<file path="config.mk">
export PLATFORM = sky130hd
export DESIGN_NAME = alu_operand_stage
export DESIGN_NICKNAME = d
export VERILOG_FILES = /design/src/rtl/alu_operand_stage_pkg.sv /design/src/rtl/operand_bank.sv /design/src/rtl/alu_operand_stage.sv
export SDC_FILE = /design/constraint.sdc
export NUM_CORES = 1
export LEC_CHECK = 0
export CAP_MARGIN = 20
export CORE_MARGIN = 2
export CORE_UTILIZATION = 49
export CTS_CLUSTER_SIZE = 25
export DETAILED_ROUTE_END_ITERATION = 8
export PLACE_DENSITY = 0.76
export SYNTH_ARGS = -nofsm -noshare
export SYNTH_HDL_FRONTEND = slang
export SYNTH_SLANG_ARGS = --single-unit
</file>
<file path="constraint.sdc">
create_clock -name clk_i -period 2.55 [get_ports clk_i]
set_input_delay 0.51 -clock clk_i [delete_from_list [all_inputs] [get_ports clk_i]]
set_output_delay 0.51 -clock clk_i [all_outputs]
set_load 0.02 [all_outputs]
</file>
<file path="src/rtl/alu_operand_stage_pkg.sv">
// Shared processor definitions: ALU opcodes and operand-stage FSM state encoding.
package alu_operand_stage_pkg;

   localparam int unsigned OpWidth = 3;

   localparam logic [OpWidth-1:0] OpAdd    = 3'b000;
   localparam logic [OpWidth-1:0] OpSub    = 3'b001;
   localparam logic [OpWidth-1:0] OpMul    = 3'b010;
   localparam logic [OpWidth-1:0] OpPassA  = 3'b011;
   localparam logic [OpWidth-1:0] OpPassB  = 3'b100;
   localparam logic [OpWidth-1:0] OpClear  = 3'b101;
   localparam logic [OpWidth-1:0] OpFinish = 3'b110;
   localparam logic [OpWidth-1:0] OpNop    = 3'b111;

   typedef enum logic [1:0] {
      StIdle = 2'b00,
      StExec = 2'b01,
      StDone = 2'b10,
      StHalt = 2'b11
   } state_e;

endpackage

</file>
<file path="src/rtl/operand_bank.sv">
// Operand register bank: one synchronous write port, one combinational read port.
module operand_bank #(
   parameter int unsigned DATA_LEN = 16,
   parameter int unsigned REG_CNT  = 8
) (
   input  logic                       clk_i,
   input  logic                       rst_ni,
   input  logic                       wr_en_i,
   input  logic [$clog2(REG_CNT)-1:0] wr_addr_i,
   input  logic [DATA_LEN-1:0]        wr_data_i,
   input  logic [$clog2(REG_CNT)-1:0] rd_addr_i,
   output logic [DATA_LEN-1:0]        rd_data_o
);

   logic [DATA_LEN-1:0] mem_q [REG_CNT];

   always_ff @(posedge clk_i) begin
      if (!rst_ni) begin
         for (int i = 0; i < int'(REG_CNT); i++) begin
            mem_q[i] <= '0;
         end
      end else if (wr_en_i) begin
         mem_q[wr_addr_i] <= wr_data_i;
      end
   end

   // Reads see pre-edge contents, so a same-edge write is never bypassed.
   assign rd_data_o = mem_q[rd_addr_i];

endmodule

</file>
<file path="src/rtl/alu_operand_stage.sv">
// Operand stage: latches opcode and bank operand, holds them for the ALU, captures the result.
module alu_operand_stage
   import alu_operand_stage_pkg::*;
#(
   parameter int unsigned ALU_SIG_LEN = 3,
   parameter int unsigned DATA_LEN    = 16,
   parameter int unsigned REG_CNT     = 8
) (
   input  logic                       clk_i,
   input  logic                       rst_ni,
   input  logic                       req_valid_i,
   output logic                       req_ready_o,
   input  logic [ALU_SIG_LEN-1:0]     req_op_i,
   input  logic [$clog2(REG_CNT)-1:0] req_reg_i,
   input  logic                       wr_en_i,
   input  logic [$clog2(REG_CNT)-1:0] wr_addr_i,
   input  logic [DATA_LEN-1:0]        wr_data_i,
   output logic [DATA_LEN-1:0]        alu_a_o,
   output logic [DATA_LEN-1:0]        alu_b_o,
   output logic [ALU_SIG_LEN-1:0]     alu_sel_o,
   input  logic [DATA_LEN-1:0]        alu_out_i,
   output logic [DATA_LEN-1:0]        ac_o,
   output logic                       z_flag_o,
   output logic                       done_o,
   output logic                       halted_o
);

   state_e                 state_q, state_d;
   logic [DATA_LEN-1:0]    ac_q, ac_d;
   logic                   z_q, z_d;
   logic [DATA_LEN-1:0]    alu_b_q, alu_b_d;
   logic [ALU_SIG_LEN-1:0] alu_sel_q, alu_sel_d;
   logic [DATA_LEN-1:0]    bank_rd_data;

   operand_bank #(
      .DATA_LEN (DATA_LEN),
      .REG_CNT  (REG_CNT)
   ) u_bank (
      .clk_i     (clk_i),
      .rst_ni    (rst_ni),
      .wr_en_i   (wr_en_i),
      .wr_addr_i (wr_addr_i),
      .wr_data_i (wr_data_i),
      .rd_addr_i (req_reg_i),
      .rd_data_o (bank_rd_data)
   );

   always_comb begin
      state_d   = state_q;
      ac_d      = ac_q;
      z_d       = z_q;
      alu_b_d   = alu_b_q;
      alu_sel_d = alu_sel_q;
      unique case (state_q)
         StIdle: begin
            if (req_valid_i) begin
               alu_sel_d = req_op_i;
               alu_b_d   = bank_rd_data;
               state_d   = StExec;
            end
         end
         StExec: begin
            case (alu_sel_q)
               ALU_SIG_LEN'(OpAdd), ALU_SIG_LEN'(OpSub): begin
                  ac_d = alu_out_i;
                  z_d  = (alu_out_i == '0);
               end
               ALU_SIG_LEN'(OpMul), ALU_SIG_LEN'(OpPassA), ALU_SIG_LEN'(OpPassB): begin
                  ac_d = alu_out_i;
               end
               ALU_SIG_LEN'(OpClear): ac_d = '0;
               default: ;
            endcase
            state_d = StDone;
         end
         StDone: begin
            state_d = (alu_sel_q == ALU_SIG_LEN'(OpFinish)) ? StHalt : StIdle;
         end
         StHalt: state_d = StHalt;
         default: state_d = StIdle;
      endcase
   end

   always_ff @(posedge clk_i) begin
      if (!rst_ni) begin
         state_q   <= StIdle;
         ac_q      <= '0;
         z_q       <= 1'b0;
         alu_b_q   <= '0;
         alu_sel_q <= ALU_SIG_LEN'(OpPassA);
      end else begin
         state_q   <= state_d;
         ac_q      <= ac_d;
         z_q       <= z_d;
         alu_b_q   <= alu_b_d;
         alu_sel_q <= alu_sel_d;
      end
   end

   assign req_ready_o = (state_q == StIdle);
   assign done_o      = (state_q == StDone);
   assign halted_o    = (state_q == StHalt);
   assign alu_a_o     = ac_q;
   assign alu_b_o     = alu_b_q;
   assign alu_sel_o   = alu_sel_q;
   assign ac_o        = ac_q;
   assign z_flag_o    = z_q;

endmodule

</file>
== Yosys cells after proc, flatten, opt, wreduce, memory -nomap -nowiden ==
Memory sizes are Yosys's and may differ from the RTL's. A register that Yosys moved wholly into a read port is not among the register bits.
Index checks and enable logic that the tools add are counted.
Storage, ports and cells
  input port bits: 45
  bits in registers: 22
  output and inout port bits: 55
  logic and storage cells: 37
  bits in writable memories: 128
  memories: 1
  bits in read-only memories: 0
  bits in latches: 0
Memory list
  u_bank.mem_q: depth 8, bits a word 16, read ports 1, clocked after Yosys merged registers in 1, wr ports 8, line operand_bank.sv:15  | logic [DATA_LEN-1:0] mem_q [REG_CNT];
Cells by class
  shift-type cells: 0
  order comparisons: 0
  $add $sub $neg: 0
  multiply operators: 0
  multiplexer cells: 11
  bitwise logic cells: 0
  reduce and logical (&&, ||, !) cells: 11
  equal/unequal tests: 10
  divide/modulo/power cells: 0
Operator list (number)
  $pmux W16 S2: 1
  $logic_not A16 Y1: 1
  $mux W16: 1
  $reduce_or A16 Y1: 1
  $eq A3 B3 Y1 const B: 3
  $pmux W2 S4: 1
  $eq A3 B2 Y1 const B: 2
  $reduce_and A2 Y1: 3
  $mux W1: 5
  $reduce_or A5 Y1: 1
  $eq A2 B2 Y1 const B: 2
  $mux W2: 2
  $eq A3 B1 Y1 const B: 1
  $logic_not A3 Y1: 1
  $mux W3: 1
  $eq A2 B1 Y1 const B: 1
  $logic_not A2 Y1: 1
  $ne A2 B2 Y1 const B: 1
  $reduce_bool A2 Y1: 1
  $reduce_or A2 Y1: 1
  $logic_not A1 Y1: 1

== Longest topological paths before layout ==
  depth after elaboration: 5
  gate-level depth with buffers: 7
  depth with buffers taken out: 4

== Hierarchy ==
A second synthesis with hierarchy kept.
Second synthesis, totals
  cells, all modules: 568
  area total of the unflattened synthesis: 7480.9 sq um
By module, submodules not included
  operand_bank: times used 1, seq. area each 3843.7 sq um, area each 5805.6 sq um, cells an instance 373
  alu_operand_stage: times used 1, seq. area each 760.7 sq um, area each 1675.4 sq um, cells an instance 195

== Worst setup path before layout ==
No wires, ideal clock.
  path type: in2reg
  from: in wr_addr_i[1]
  to: mem u_bank.mem_q[1][0], enable pin
  stages on the path: 2
  buffers on the path: 0
  path slack: 0.161 ns
  setup time: 0.411 ns
  required time: 2.139 ns
  data arrival time: 1.977 ns
  path through: nand3b_1 o21ai_0
RTL lines
  from (decl): line alu_operand_stage.sv:16  | input logic [$clog2(REG_CNT)-1:0] wr_addr_i,
  to (decl): line operand_bank.sv:15

== Worst setup path after layout ==
  from: reg state_q[0]
  to: out halted_o
Between the ends
  longest elaborated chain between the ends: 1
Ends and longest elaborated chain
  from (decl): line alu_operand_stage.sv:28  | state_e state_q, state_d;
  from (signal assigned): line alu_operand_stage.sv:86  | state_q <= StIdle;
  from (signal assigned): line alu_operand_stage.sv:92  | state_q <= state_d;
  $eq A2 B2 Y1: line alu_operand_stage.sv:102  | assign halted_o = (state_q == StHalt);
  to (decl): line alu_operand_stage.sv:25  | output logic halted_o
Every way passes these cells.

==> impl_metrics.py <==
metrics = {
    "global_route": {
        "grt_pass1_wl_mm": 23.8,
        "grt_usage_pct": 19.9,
        "grt_max_degree": 47,
        "grt_overflow": 0,
        "grt_pass1_vias": 4257,
        "antenna_found_initial": 0,
    },
    "flow_run": {
        "drv_cap": 0,
    },
    "floorplanning": {
        "start_util_pct": 49.9,
        "die_y_um": 125,
        "die_x_um": 125,
        "row_count": 44,
        "coreArea_um2": 14400,
        "die_area_um2": 15700,
        "ioPinCount": 100,
    },
    "pwr": {
        "vdd_drop_max_mv": 0.528,
        "sequentialPowerShare_pct": 46.0,
        "comb_power_share_pct": 9.4,
        "swShare_pct": 20.7,
        "clockPowerShare_pct": 44.5,
        "power_mw": 6.85,
        "power.density_nw_per_um2": 764,
        "leakage_nw": 3.13,
        "intPower_mw": 5.43,
        "p_switching_mw": 1.42,
    },
    "critical_path": {
        "rr_endpoint": "alu_b_o[15]",
        "reg2reg_from": "state_q[1]",
        "cp.arrival_ns": 1.69,
        "end_kind": "output port",
        "worstSetupStartpointType": "register",
        "r2r_cells": 4,
        "crit_type": "reg -> out",
        "cp_data_required_time_ns": 2.04,
        "r2r_slack_ns": 0.83,
        "critPathMaxFanout": 9,
    },
    "timing": {
        "rsz0062_at_grt": "no",
        "fin_tns_setup_ns": 0,
        "slew_viol_final": 0,
        "fin_crit_ns": 2.20,
        "setup_violations": 0,
        "worst_pin_slew_ns": 0.991,
        "fin_crit_sh_pct": 86.4,
        "fmax_mhz": 454,
        "hold_violations": 0,
        "slew-limit-headroom_pct": 33.7,
        "finClkSkew_ns": 0.00927,
    },
    "yosys": {
        "yosysMostFrequentCell": "and2_1",
        "syn_area_um2": 7200,
        "syn-num-nets": 547,
        "syn_inst": 502,
        "synth_top_flop_cell": "edfxtp_1",
        "synth-async-reset-ratio_pct": 0,
        "synthTopCellsByArea": "edfxtp_1, and2_1, dfxtp_1",
        "synth_commonest_cells": "and2_1, edfxtp_1, dfxtp_1, mux4_2, nor2_1",
        "synth_top_cell_area_share_pct": 53.4,
        "synthDistinctLibCells": 28,
        "yosysSeqAreaShare_pct": 64.0,
        "synth_edf_count": 128,
        "postSynthAreaPerCell_um2": 14.3,
        "ys_ff_latch": 166,
        "synth_area_leader_cell": "edfxtp_1",
        "yosys_warnings": 0,
    },
    "worst_hold_path": {
        "hold_path_depth": 2,
        "hold_path_startpoint": "alu_b_o[1]",
        "hp-class": "reg -> reg",
        "hold_path_end": "alu_b_o[1]",
    },
    "placed_design": {
        "dp_cells": 754,
        "portBuffers": 99,
        "place_area_um2": 8260,
        "hpwl_mm": 9.96,
        "gp_congestion": 0.851,
    },
    "cells_and_area": {
        "diodes": 0,
        "final_core_util_pct": 62.2,
        "drive_gt1_share_pct": 13.3,
        "final_cells": 786,
        "fin_area_um2": 8960,
        "final_nets": 634,
        "syn2layout_area_growth_pct": 24.5,
    },
    "routing": {
        "wl_per_cell_um": 19.2,
        "wl_mm": 15.1,
        "drt-vias-per-instance": 5.49,
        "vias": 4315,
        "drt-pass1-iter-count": 4,
        "drtAntennaViolNets": 0,
        "initialDrtViolationCount": 280,
        "drcViolationCount": 0,
    },
    "cts": {
        "cts.hold.buffers_added": 0,
        "clkSlewWorstSetupHoldPaths_ns": 0.06,
        "root_buffer": "clkbuf_16",
        "cts_resized": 0,
        "clock-sinks": 166,
        "clockBufferDepth": 2,
        "numCtsBuffers": 17,
        "clock_latency_ns": 0.42,
        "ctsHtreeMaxLevel": 4,
        "post-cts-setup-buffer-count": 0,
        "cts_tree": "done",
    },
    "status": {
        "status": "finished, final reports clean",
    },
}
==> sequential cells by signal (all words and copies together), names as in the netlist <==
signal / cells
u_bank.mem_q: 128
z_flag_o: 1
alu_b_o: 16
state_q: 2
alu_sel_o: 3
ac_o: 16
==> critical path, stage by stage (launching register included) <==
cell and delay (ns):
dfxtp_1 0.50, and2_1 0.18, clkdlybuf4s50_1 0.59
==> through the flow <==
step	hold slack, ns	setup slack, ns
final	0.511	0.348
after global routing	0.549	0.254
after CTS	0.512	0.325
after detailed placement	0.494	0.0816
after global placement	0.490	0.157
after floorplan	0.589	0.161
==> worst max path at each step <==
stage / start / end / slack [ns] / cells past startpoint
final: state_q[0] / halted_o / 0.35 / 2
after global routing: state_q[0] / halted_o / 0.25 / 2
after detailed placement: rst_ni / u_bank.mem_q[5][15] / 0.08 / 4
after CTS: state_q[0] / halted_o / 0.32 / 2
after global placement: rst_ni / u_bank.mem_q[1][6] / 0.16 / 4
after floorplan: wr_addr_i[1] / u_bank.mem_q[1][0] / 0.16 / 2
==> placed cells by master, fill, tap and decap left out, types with 16 or more instances in the layout <==
master	instances
a22oi_1	16
and2_1	129
clkbuf_16	17
clkdlybuf4s50_1	98
dfxtp_1	38
edfxtp_1	128
mux4_2	32
nor2_1	24
nor2b_1	20
o21ai_0	17
o22ai_1	16
==> cell type report <==
class | count | area (um^2)
Clock inverter | 14 | 279
Timing Repair Buffer | 114 | 1120
Tap cell | 184 | 230
Clock buffer | 18 | 429
Multi-Input combinational cell | 290 | 2300
Sequential cell | 166 | 4600
Fill cell | 1043 | 5460
==> power by group through the flow <==
stage	Clock, mW	Sequential (mW)	Combinational, mW
floorplan	0	3.23	0.326
global placement	0	3.20	0.637
detailed placement	0	3.21	0.645
CTS	3.07	3.16	0.652
global route	3.19	3.17	0.691
finish	3.05	3.15	0.644
==> per-layer routing <==
metal  vias up  part of all wire [%]  global-route usage [%]
met4         0                   1.1                    6.08
met1      2125                    40                    26.1
li1       1998                     -                       -
met3        13                   8.7                    5.78
met5         -                     0                       0
met2       179                    50                    32.6
==> logic make-up (layout without fill, tap and decap cells) <==
kind of cell | count (synthesis) | after routing | synth area share [%]
AND/OR/NAND/NOR | 196 | 196 | 16.4
multiplexers | 36 | 36 | 10.6
AO/OA/AOI/OAI | 58 | 58 | 4.94
buffers and inverters | 46 | 146 | 4.10
flip-flops | 166 | 166 | 64.0
(Power assumes the default switching activity.)
==> edit: new RTL, config.mk and constraints unchanged <==
Reset style: asynchronous (`rst_ni`), changed in 2 clocked blocks.
--- a/src/rtl/operand_bank.sv
+++ b/src/rtl/operand_bank.sv
@@ -15,5 +15,5 @@
    logic [DATA_LEN-1:0] mem_q [REG_CNT];
 
-   always_ff @(posedge clk_i) begin
+   always_ff @(posedge clk_i or negedge rst_ni) begin
       if (!rst_ni) begin
          for (int i = 0; i < int'(REG_CNT); i++) begin
--- a/src/rtl/alu_operand_stage.sv
+++ b/src/rtl/alu_operand_stage.sv
@@ -82,5 +82,5 @@
    end
 
-   always_ff @(posedge clk_i) begin
+   always_ff @(posedge clk_i or negedge rst_ni) begin
       if (!rst_ni) begin
          state_q   <= StIdle;
Check against the original RTL: differs if rst_ni is asserted again (counterexample within 4 cycles, from zero or initial values and one cycle with rst_ni low); with rst_ni held inactive, the same outputs for 4 cycles.
==> edit against the original RTL <==
- non-clock buffer count rose by 6
- via count rose by 7.6%
- setup slack improved by 0.047 ns
- sequential cell count did not move
- global-route usage rose by 0.53 points
- final cell count rose by 3.7%
- routed wire length rose by 7.1%
- cell area rose by 4.6%
- sequential share of layout area fell by 7.0 points
- area after synthesis rose by 5.0%
- critical endpoint unchanged
Power is not compared: it rests on default switching activity, and its combinational part moved more than twofold at a synthesized area within 25%.
==> edit: results (changes against the original RTL) <==
outcome finished, final reports clean; number of cells on the worst reg-to-reg path 3 (-1); WP data arrival 1.64 ns (-0.05 ns); number of nets in the final layout 659 (+3.9%); post-synthesis async set-or-reset flop share 100% (+100 points); global-route wire length before repair 25.8 mm (+8.1%); total via count after detailed routing 4,641 (+7.6%); Worst Clk Skew 0.00721 ns (-0.00206 ns); most area-consuming cells after synthesis sky130_fd_sc_hd__dfrtp_1 (54%), sky130_fd_sc_hd__mux2_2 (22%), sky130_fd_sc_hd__mux2i_1 (4.2%); reg-to-reg endpoint alu_sel_o[2]$_DFFE_PN0P_; total global routing track utilization 20.5% (+0.53 points); most frequent cells after synthesis sky130_fd_sc_hd__dfrtp_1 (164), sky130_fd_sc_hd__mux2_2 (151), sky130_fd_sc_hd__a22o_1 (32), sky130_fd_sc_hd__mux2i_1 (32), sky130_fd_sc_hd__buf_4 (24); register-to-register setup slack 0.99 ns (+0.16 ns); violation count after the first detailed-routing iteration 187 (-33%); path class of the lowest-slack min-delay path input port to asynchronous set/reset pin; RR Startpoint state_q[0]$_DFFE_PN0P_; met1 Track Usage GR 25.4% (-0.68 points); final weighted congestion in routability-driven placement 0.812 (-4.6%); nets in the synthesized netlist 569 (+4.0%); routed length on met3 587 um (-55%); met2 track demand over resource in global routing 35.7% (+3.2 points); detailed placer's ending HPWL 10.2 mm (+2.8%); number of global-route vias before repair 4,858 (+14%); met2 wirelength from detailed routing 8.31 mm (+9.7%); worst slew margin relative to its limit 51.2% (+18 points); largest net degree at the start of global routing 80 (+70%); mean routed wirelength per cell 19.8 um (+3.3%)
-- edit: changes by cell type after synthesis, moves of 38 or more --
cell                       unedited run  this run
sky130_fd_sc_hd__dfrtp_1              0       164
sky130_fd_sc_hd__mux2_2               0       151
sky130_fd_sc_hd__and2_1             129         1
sky130_fd_sc_hd__edfxtp_1           128         0
sky130_fd_sc_hd__dfxtp_1             38         0
-- edit: final cells by class --
| cell class | instances | area, sq um |
|---|---|---|
| flip-flops and latches | 166 | 4160 |
| clock inverters | 13 | 248 |
| multi-input cells | 309 | 3050 |
| fillers | 1070 | 5770 |
| well taps | 188 | 235 |
| clock buffers | 19 | 453 |
| repair buffers | 120 | 1230 |
-- edit: worst max path at each step --
stage | slack [ns] | endpoint | from
CTS | 0.37 | req_ready_o | state_q[0]$_DFFE_PN0P_
global route | 0.29 | halted_o | state_q[0]$_DFFE_PN0P_
floorplan | 0.79 | u_bank.mem_q[51]$_DFFE_PN0P_ | wr_addr_i[0]
global placement | 0.22 | u_bank.mem_q[38]$_DFFE_PN0P_ | wr_addr_i[1]
detailed placement | 0.16 | u_bank.mem_q[35]$_DFFE_PN0P_ | wr_addr_i[1]
finish | 0.40 | halted_o | state_q[0]$_DFFE_PN0P_
-- edit: stage by stage --
stage	cell area (sq um)	instances	hold WS (ns)	util [%]	setup WS (ns)
floorplan	7560	524	0.214	-	0.790
global placement	8680	783	0.467	57.3	0.217
detailed placement	8680	783	0.467	57.3	0.160
CTS	9380	815	0.141	61.9	0.371
global route	9380	815	0.169	61.9	0.292
finish	9380	815	0.119	61.9	0.395
-- edit: logic make-up after synthesis --
logic type / synth area share (%)
mux: 29.0
flops: 55.0
compound gates: 7.05
buf+inv: 4.63
simple gates: 4.34
